$ cat config.mk
export PLATFORM = sky130hd
export DESIGN_NAME = ring_decoder
export DESIGN_NICKNAME = d
export VERILOG_FILES = /design/src/rtl/ring_decoder.sv
export SDC_FILE = /design/constraint.sdc
export NUM_CORES = 1
export LEC_CHECK = 0
export ABC_CLOCK_PERIOD_IN_PS = 2750
export CAP_MARGIN = 20
export CORE_ASPECT_RATIO = 0.75
export CORE_MARGIN = 8
export CORE_UTILIZATION = 38
export DETAILED_ROUTE_END_ITERATION = 10
export PLACE_DENSITY = 0.63
export RECOVER_POWER = 100
export SYNTH_ARGS = -nofsm -noshare
export SYNTH_HDL_FRONTEND = slang
export SYNTH_SLANG_ARGS = --single-unit
$ cat constraint.sdc
create_clock -name clk -period 2.75 [get_ports clk]
set_clock_uncertainty 0.2 [all_clocks]
set_input_delay 0.55 -clock clk [delete_from_list [all_inputs] [get_ports clk]]
set_output_delay 0.55 -clock clk [all_outputs]
set_load 0.01 [all_outputs]
$ cat src/rtl/ring_decoder.sv
// Receive-side decoder for a right-rotating 4-bit one-hot ring code.
// Decodes the phase index, flags invalid or out-of-order codes, and tracks lock and revolutions.
module ring_decoder #(
  parameter int unsigned LOCK_CNT = 2,
  parameter int unsigned REV_W    = 8,
  parameter int unsigned ERR_W    = 8
) (
  input  logic             clk,
  input  logic             clr_n,
  input  logic             en,
  input  logic [3:0]       ring_in,
  output logic [1:0]       idx,
  output logic             idx_valid,
  output logic             onehot_err,
  output logic             seq_err,
  output logic             locked,
  output logic [REV_W-1:0] rev_count,
  output logic [ERR_W-1:0] err_count
);

  localparam int unsigned RING_W = 4;
  localparam int unsigned CNT_W  = 4;

  typedef enum logic [1:0] {
    ST_UNLOCK = 2'd0,
    ST_TRACK  = 2'd1,
    ST_LOCKED = 2'd2
  } state_e;

  state_e              state_q, state_d;
  logic [RING_W-1:0]   prev_q, prev_d;
  logic                have_prev_q, have_prev_d;
  logic [CNT_W-1:0]    match_cnt_q, match_cnt_d;
  logic [1:0]          idx_q, idx_d;
  logic                idx_valid_q, idx_valid_d;
  logic                onehot_err_q, onehot_err_d;
  logic                seq_err_q, seq_err_d;
  logic [REV_W-1:0]    rev_count_q, rev_count_d;
  logic [ERR_W-1:0]    err_count_q, err_count_d;

  logic                is_onehot_c;
  logic                match_c;
  logic                lock_hit_c;
  logic [RING_W-1:0]   expected_c;
  logic [1:0]          enc_c;
  logic [ERR_W-1:0]    err_inc_c;

  // Sample classification against the right rotation of the last valid code.
  assign is_onehot_c = (ring_in != 4'd0) && ((ring_in & (ring_in - 4'd1)) == 4'd0);
  assign expected_c  = {prev_q[0], prev_q[3:1]};
  assign match_c     = have_prev_q && (ring_in == expected_c);
  assign lock_hit_c  = (match_cnt_q + CNT_W'(1)) == CNT_W'(LOCK_CNT);
  assign err_inc_c   = (err_count_q == {ERR_W{1'b1}}) ? err_count_q
                                                      : err_count_q + ERR_W'(1);

  always_comb begin
    enc_c = 2'd0;
    case (ring_in)
      4'b0010: enc_c = 2'd1;
      4'b0100: enc_c = 2'd2;
      4'b1000: enc_c = 2'd3;
      default: enc_c = 2'd0;
    endcase
  end

  // State register.
  always_ff @(posedge clk) begin
    if (!clr_n) state_q <= ST_UNLOCK;
    else        state_q <= state_d;
  end

  // Next-state logic.
  always_comb begin
    state_d = state_q;
    if (en) begin
      if (!is_onehot_c)                              state_d = ST_UNLOCK;
      else if (!have_prev_q)                         state_d = ST_TRACK;
      else if (!match_c)                             state_d = ST_TRACK;
      else if (state_q == ST_TRACK && lock_hit_c)    state_d = ST_LOCKED;
    end
  end

  // Datapath and output next values.
  always_comb begin
    prev_d       = prev_q;
    have_prev_d  = have_prev_q;
    match_cnt_d  = match_cnt_q;
    idx_d        = idx_q;
    idx_valid_d  = 1'b0;
    onehot_err_d = 1'b0;
    seq_err_d    = 1'b0;
    rev_count_d  = rev_count_q;
    err_count_d  = err_count_q;
    if (en) begin
      if (!is_onehot_c) begin
        onehot_err_d = 1'b1;
        err_count_d  = err_inc_c;
        have_prev_d  = 1'b0;
        match_cnt_d  = '0;
      end else begin
        prev_d      = ring_in;
        idx_d       = enc_c;
        idx_valid_d = 1'b1;
        if (!have_prev_q) begin
          have_prev_d = 1'b1;
          match_cnt_d = '0;
        end else if (match_c) begin
          if (state_q == ST_TRACK) match_cnt_d = match_cnt_q + CNT_W'(1);
          if (state_q == ST_LOCKED && ring_in == 4'b0001)
            rev_count_d = rev_count_q + REV_W'(1);
        end else begin
          seq_err_d   = 1'b1;
          err_count_d = err_inc_c;
          match_cnt_d = '0;
        end
      end
    end
  end

  always_ff @(posedge clk) begin
    if (!clr_n) begin
      prev_q       <= '0;
      have_prev_q  <= 1'b0;
      match_cnt_q  <= '0;
      idx_q        <= '0;
      idx_valid_q  <= 1'b0;
      onehot_err_q <= 1'b0;
      seq_err_q    <= 1'b0;
      rev_count_q  <= '0;
      err_count_q  <= '0;
    end else begin
      prev_q       <= prev_d;
      have_prev_q  <= have_prev_d;
      match_cnt_q  <= match_cnt_d;
      idx_q        <= idx_d;
      idx_valid_q  <= idx_valid_d;
      onehot_err_q <= onehot_err_d;
      seq_err_q    <= seq_err_d;
      rev_count_q  <= rev_count_d;
      err_count_q  <= err_count_d;
    end
  end

  assign idx        = idx_q;
  assign idx_valid  = idx_valid_q;
  assign onehot_err = onehot_err_q;
  assign seq_err    = seq_err_q;
  assign locked     = (state_q == ST_LOCKED);
  assign rev_count  = rev_count_q;
  assign err_count  = err_count_q;

endmodule
; ---- Yosys cells after proc, flatten, opt, wreduce, memory -nomap -nowiden
; Cells that the tools add are included.
[op_classes]
bitwise = 1
reduce_logical = 13
add_sub_neg = 4
n_mux = 16
eq_ne = 13
[op_table]
columns = operator, n
row1 = 8-bit two-way mux, 4
row2 = "8-bit by 1-bit adder with 8-bit output, second input constant", 2
row3 = 4-bit two-way mux, 4
row4 = "4-bit by 2-bit == test with 1-bit output, second input constant", 2
row5 = "8-bit == test, second input constant", 1
row6 = 2-bit two-way mux, 4
row7 = "4-bit by 3-bit != test with 1-bit output, second input constant", 2
row8 = 2-bit AND reduction, 4
row9 = 2-bit case mux with 3 select lines, 1
row10 = 5-bit AND reduction, 1
row11 = "4-bit by 1-bit adder with 4-bit output, second input constant", 1
row12 = 4-bit AND, 1
row13 = "4-bit by 1-bit == test with 1-bit output, second input constant", 1
row14 = "4-bit by 3-bit == test with 1-bit output, second input constant", 1
row15 = 4-bit == test, 1
row16 = "4-bit == test, second input constant", 1
row17 = 1-bit logical AND, 4
row18 = 4-bit logical NOT, 1
row19 = "2-bit != test, second input constant", 2
row20 = 4-bit AND reduction, 1
row21 = 4-bit nonzero test, 1
row22 = "4-bit by 1-bit subtractor with 4-bit output, second input constant", 1
row23 = 1-bit two-way mux, 3
row24 = 3-bit AND reduction, 1
row25 = 2 further kinds, 2
[word_totals]
elab_cells = 57
in_bits = 7
register_bits = 32
out_inout_bits = 22

; ---- Depth between registers and ports, before layout
[logic_depth]
depth_word = 7
mapped_depth = 7
depth_no_buf = 6

; ---- Worst setup path after synthesis
; OpenSTA, ideal clock, no wires.
[synth_path]
path_type = input to register
start = in ring_in[2]
end = reg err_count_q[4] (netlist: err_count[4])
path_stages = 7
setup_ps = 72
n_path_buf = 2
t_arrival_ps = 1964
setup_slack_ps = 514
t_required_ps = 2478
path_cell_list = buf_6 xor2_4 a211oi_4 nor3_1 buf_4 nor4b_2 mux2i_1
[synth_via]
elab_chain_cells = 6
word_cells_on_any_way = 11
cone_classes = add/sub (1) / eq/ne (3) / mux (1) / bitwise (1) / reduce/logical (5)
[synth_lines]
columns = item, line
row1 = from (decl), 11  ; input logic [3:0] ring_in,
row2 = 4-bit by 1-bit subtractor with 4-bit output, 49  ; assign is_onehot_c = (ring_in != 4'd0) && ((ring_in & (ring_in - 4'd1)) == 4'd0);
row3 = 4-bit AND, 49
row4 = 4-bit logical NOT, 49
row5 = 1-bit logical AND, 49
row6 = 2-bit != test (no line), -
row7 = 3-bit AND reduction (no line), -
row8 = to (signal assigned), 140  ; err_count_q <= err_count_d;
row9 = to (decl), 39  ; logic [ERR_W-1:0] err_count_q, err_count_d;
; Parallel ways exist; a longest one is shown, timed or not.
; A chain may end at the register's enable or synchronous reset.

; ---- Worst setup path in the final report
[layout_path]
start = in ring_in[2]
end = reg err_count_q[2] (netlist: err_count[2])
; The elaborated chain is that of the path after synthesis.

==> results.md <==
- Slew HR: 68.8%
- Yosys cell types: 47
- Average routed wire per standard cell: approximately 14 microns
- Syn_area_per_cell: about 9.2 sq um
- Max-Cap Viols: 0
- Flop2flop setup slack: approximately 0.90 ns
- Most frequent cells in the layout: dfxtp_1, dlygate4sd3_1, nand2_1
- Final GP Congestion: 0.779
- Core area: 0.00476 sq mm
- CTS tree: built
- Via count: between 1,500 and 2,000
- Fmax: just under 0.4 GHz
- Initial antenna violation count: 0
- H-tree depth: 2
- Crit path max-delay family: buffers and inverters
- Peak VDD IR: ~220 uV
- WP depth: 9
- Worst R2R End: rev_count[5]
- Crit path capture type: flip-flop
- Die area: about 0.0073 sq mm
- Setup crit end: err_count[2]
- Critical path launch point: ring_in[2]
- Pwr Total: 0.00111 W
- Int Pwr: between 0.0008 and 0.0009 W
- Grt met2 use: roughly 16%
- Hold buffers post-CTS: 0
- RR Startpoint: prev_q[1]
- Fin crit share: just over 90%
- Die Height: 76.2 microns
- Static leakage: between 0.9 and 1 nW
- Post-CTS sizing: 0
- Cts bufs inserted: 5
- Synth warnings: 0
- Clk buf depth: 2
- Hold WC Path Type: flip-flop to flip-flop
- Syn-to-layout area delta: 31.0%
- Post-DP HPWL: ~3100 microns
- Largest net degree at the start of global routing: 26
- First-pass GRT wire length: about 7300 microns
- Clk sinks: 32
- Post-Place Cells: between 200 and 300
- Layout cells sized above 1: between 15 and 20%
- GR Util met3: under 10%
- CP max-delay cell: clkdlybuf4s50_1
- Worst Path Required: about 2.8 ns
- Final min period: 2.57 ns
- Worst skew pair latency: between 0.2 and 0.3 ns
- Global Route met1 Usage: between 10% and 20%
- Clock slew at the register clock pins of the worst setup and hold paths: roughly 0.070 ns
- Commonest non-fill, non-tap cell in the layout: dfxtp_1
- Grt total ovfl: 0
- Cell count after synthesis: 200
- Sequential Power Share: around 43%
- Standard-cell rows: 22
- Combinational share of power: approximately 12%
- Total GRT Usage: around an eighth
- Seq cells post-synth: 32
- Critical path cell sequence: clkdlybuf4s50_1 > buf_12 > xor2_4 > a211oi_4 > clkbuf_2 > nor2_1 > buf_4 > nor4b_4 > mux2i_1
- Starting Density: about two fifths
- Clock Power Share: roughly 44%
- Vias in the first global route: 1,487
- Sw frac: a little under a quarter
- Crit path kind: input port to flip-flop
- Vias/cell: 5.26
- Ant. Diodes: 0
- Worst setup SP type: input port
- Fin util: about half
- Syn_nets: about 210
- Die Wd: 96.2 microns
- Routed Antenna Nets: 0
- Measured slew at the worst slew-check pin: 0.467 ns
- Status: finished, final reports clean
- DRC: 0
- Top Ports: 29
- Root Driver: clkbuf_8
- Largest stage delay, worst path: about 0.45 ns
- RSZ-0062 raised after global routing: no
- Slew Viols, Final: 0
- Pwr/cell area: around 460 mW/mm^2
- Final setup violation count: 0
- Finished Layout Cells: just over 300
- Reg2reg path depth: 7
- WP data arrival: ~2.6 ns
- Initial DRC Count: 59
- CP Buf/Inv Count: 4
- Port Buffer Count: 28
- Synth Cell Area: around 0.0018 sq mm
- Sequential element share of the synthesized area: a little over a third
- Setup Buffers After CTS: 0
- Nets: between 200 and 300
- NetSw: around 0.00025 W
- GR peak layer: met1
- Fin. Hold Viols: 0
- DRT Wirelength: ~4200 microns
- Crit path max fanout: 7
- Detailed Routing Iterations Pass 1: 4
power groups by stage:
stage	registers, W	logic [W]	clock network, W
finish	0.000481	0.000138	0.000494
global route	0.000483	0.000151	0.000530
CTS	0.000482	0.000144	0.000509
detailed placement	0.000492	0.000143	0
global placement	0.000492	0.000142	0
floorplan	0.000493	0.0000844	0
tightest hold or removal path: stages, from the launching register on:
cell and delay [ns]:
dfxtp_1 0.32, nand2_1 0.05, a21oi_1 0.05
how the worst min path moves through the flow:
| stage | cells after the start | from | slack [ns] | end |
|---|---|---|---|---|
| floorplan | 2 | state_q[0] | 0.25 | state_q[0] |
| global placement | 2 | idx[0] | 0.26 | idx[0] |
| detailed placement | 2 | idx[0] | 0.27 | idx[0] |
| CTS | 2 | idx[0] | 0.27 | idx[0] |
| global route | 2 | err_count[1] | 0.31 | err_count[1] |
| finish | 2 | idx[0] | 0.27 | idx[0] |
area by class of cell:
class	instances	area, sq um
Fill cell	459	2360
Multi-Input combinational cell	147	1080
Sequential cell	32	641
Timing Repair Buffer	49	448
Clock buffer	7	96.3
Tap cell	60	75.1
Inverter	9	33.8
Clock inverter	1	30.0
metrics by stage:
stage               cell area [sq um]  setup slack (ns)  setup TNS (ns)  hold slack (ns)
global placement                 2300           -0.0549          -0.142            0.258
finish                           2400             0.181               0            0.269
global route                     2400            0.0775               0            0.312
CTS                              2420             0.257               0            0.275
floorplan                        1830             0.514               0            0.249
detailed placement               2300           -0.0388         -0.0615            0.266
flip-flops by register name, indices dropped and copies added (netlist names):
| name | cells |
|---|---|
| err_count | 8 |
| rev_count | 8 |
| match_cnt_q | 4 |
| prev_q | 4 |
| idx | 2 |
| state_q | 2 |
| have_prev_q | 1 |
| idx_valid | 1 |
| onehot_err | 1 |
| seq_err | 1 |
per-layer routing:
layer / share of wire (%) / vias to the layer above / wire [microns]
met2: 40 / 37 / 1680
met1: 52 / 751 / 2180
li1: - / 811 / -
met5: 0 / - / 0
met3: 7.0 / 6 / 292
met4: 0.74 / 0 / 31
cell usage after synthesis, drive strengths merged:
cell type,number,area [sq um]
a2111oi,1,8.76
a211o,1,8.76
a211oi,4,42.5
a21oi,8,40.0
a31o,2,17.5
a31oi,3,18.8
a32oi,1,8.76
and3,5,31.3
and4,6,52.6
buf,7,57.5
clkbuf,5,18.8
clkinv,1,3.75
dfxtp,32,641
ha,4,50.1
inv,8,30.0
mux2i,10,100
nand2,21,78.8
nand2b,5,31.3
nand3,10,62.6
nand4,7,43.8
nor2,16,65.1
nor2b,3,18.8
nor3,6,35.0
nor3b,1,7.51
nor4,1,6.26
nor4b,6,119
o211ai,1,7.51
o21a,5,37.5
o21ai,3,15.0
o31a,1,8.76
o31ai,4,45.1
o32ai,1,8.76
o41ai,1,8.76
or4,1,7.51
xnor2,6,52.6
xor2,3,45.1
kinds of logic (layout without fill, tap and decap cells):
| group | Yosys count | count (layout) | share of synthesized area [%] |
|---|---|---|---|
| AO/OA/AOI/OAI | 36 | 36 | 15.1 |
| AND/OR/NAND/NOR | 88 | 88 | 30.5 |
| XOR/XNOR | 9 | 9 | 5.32 |
| buffers and inverters | 21 | 66 | 6.00 |
| adder cells (fa/ha/maj) | 4 | 4 | 2.73 |
| flip-flops | 32 | 32 | 34.9 |
| multiplexers | 10 | 10 | 5.46 |
Note: power is estimated with default switching activity, not from simulation.
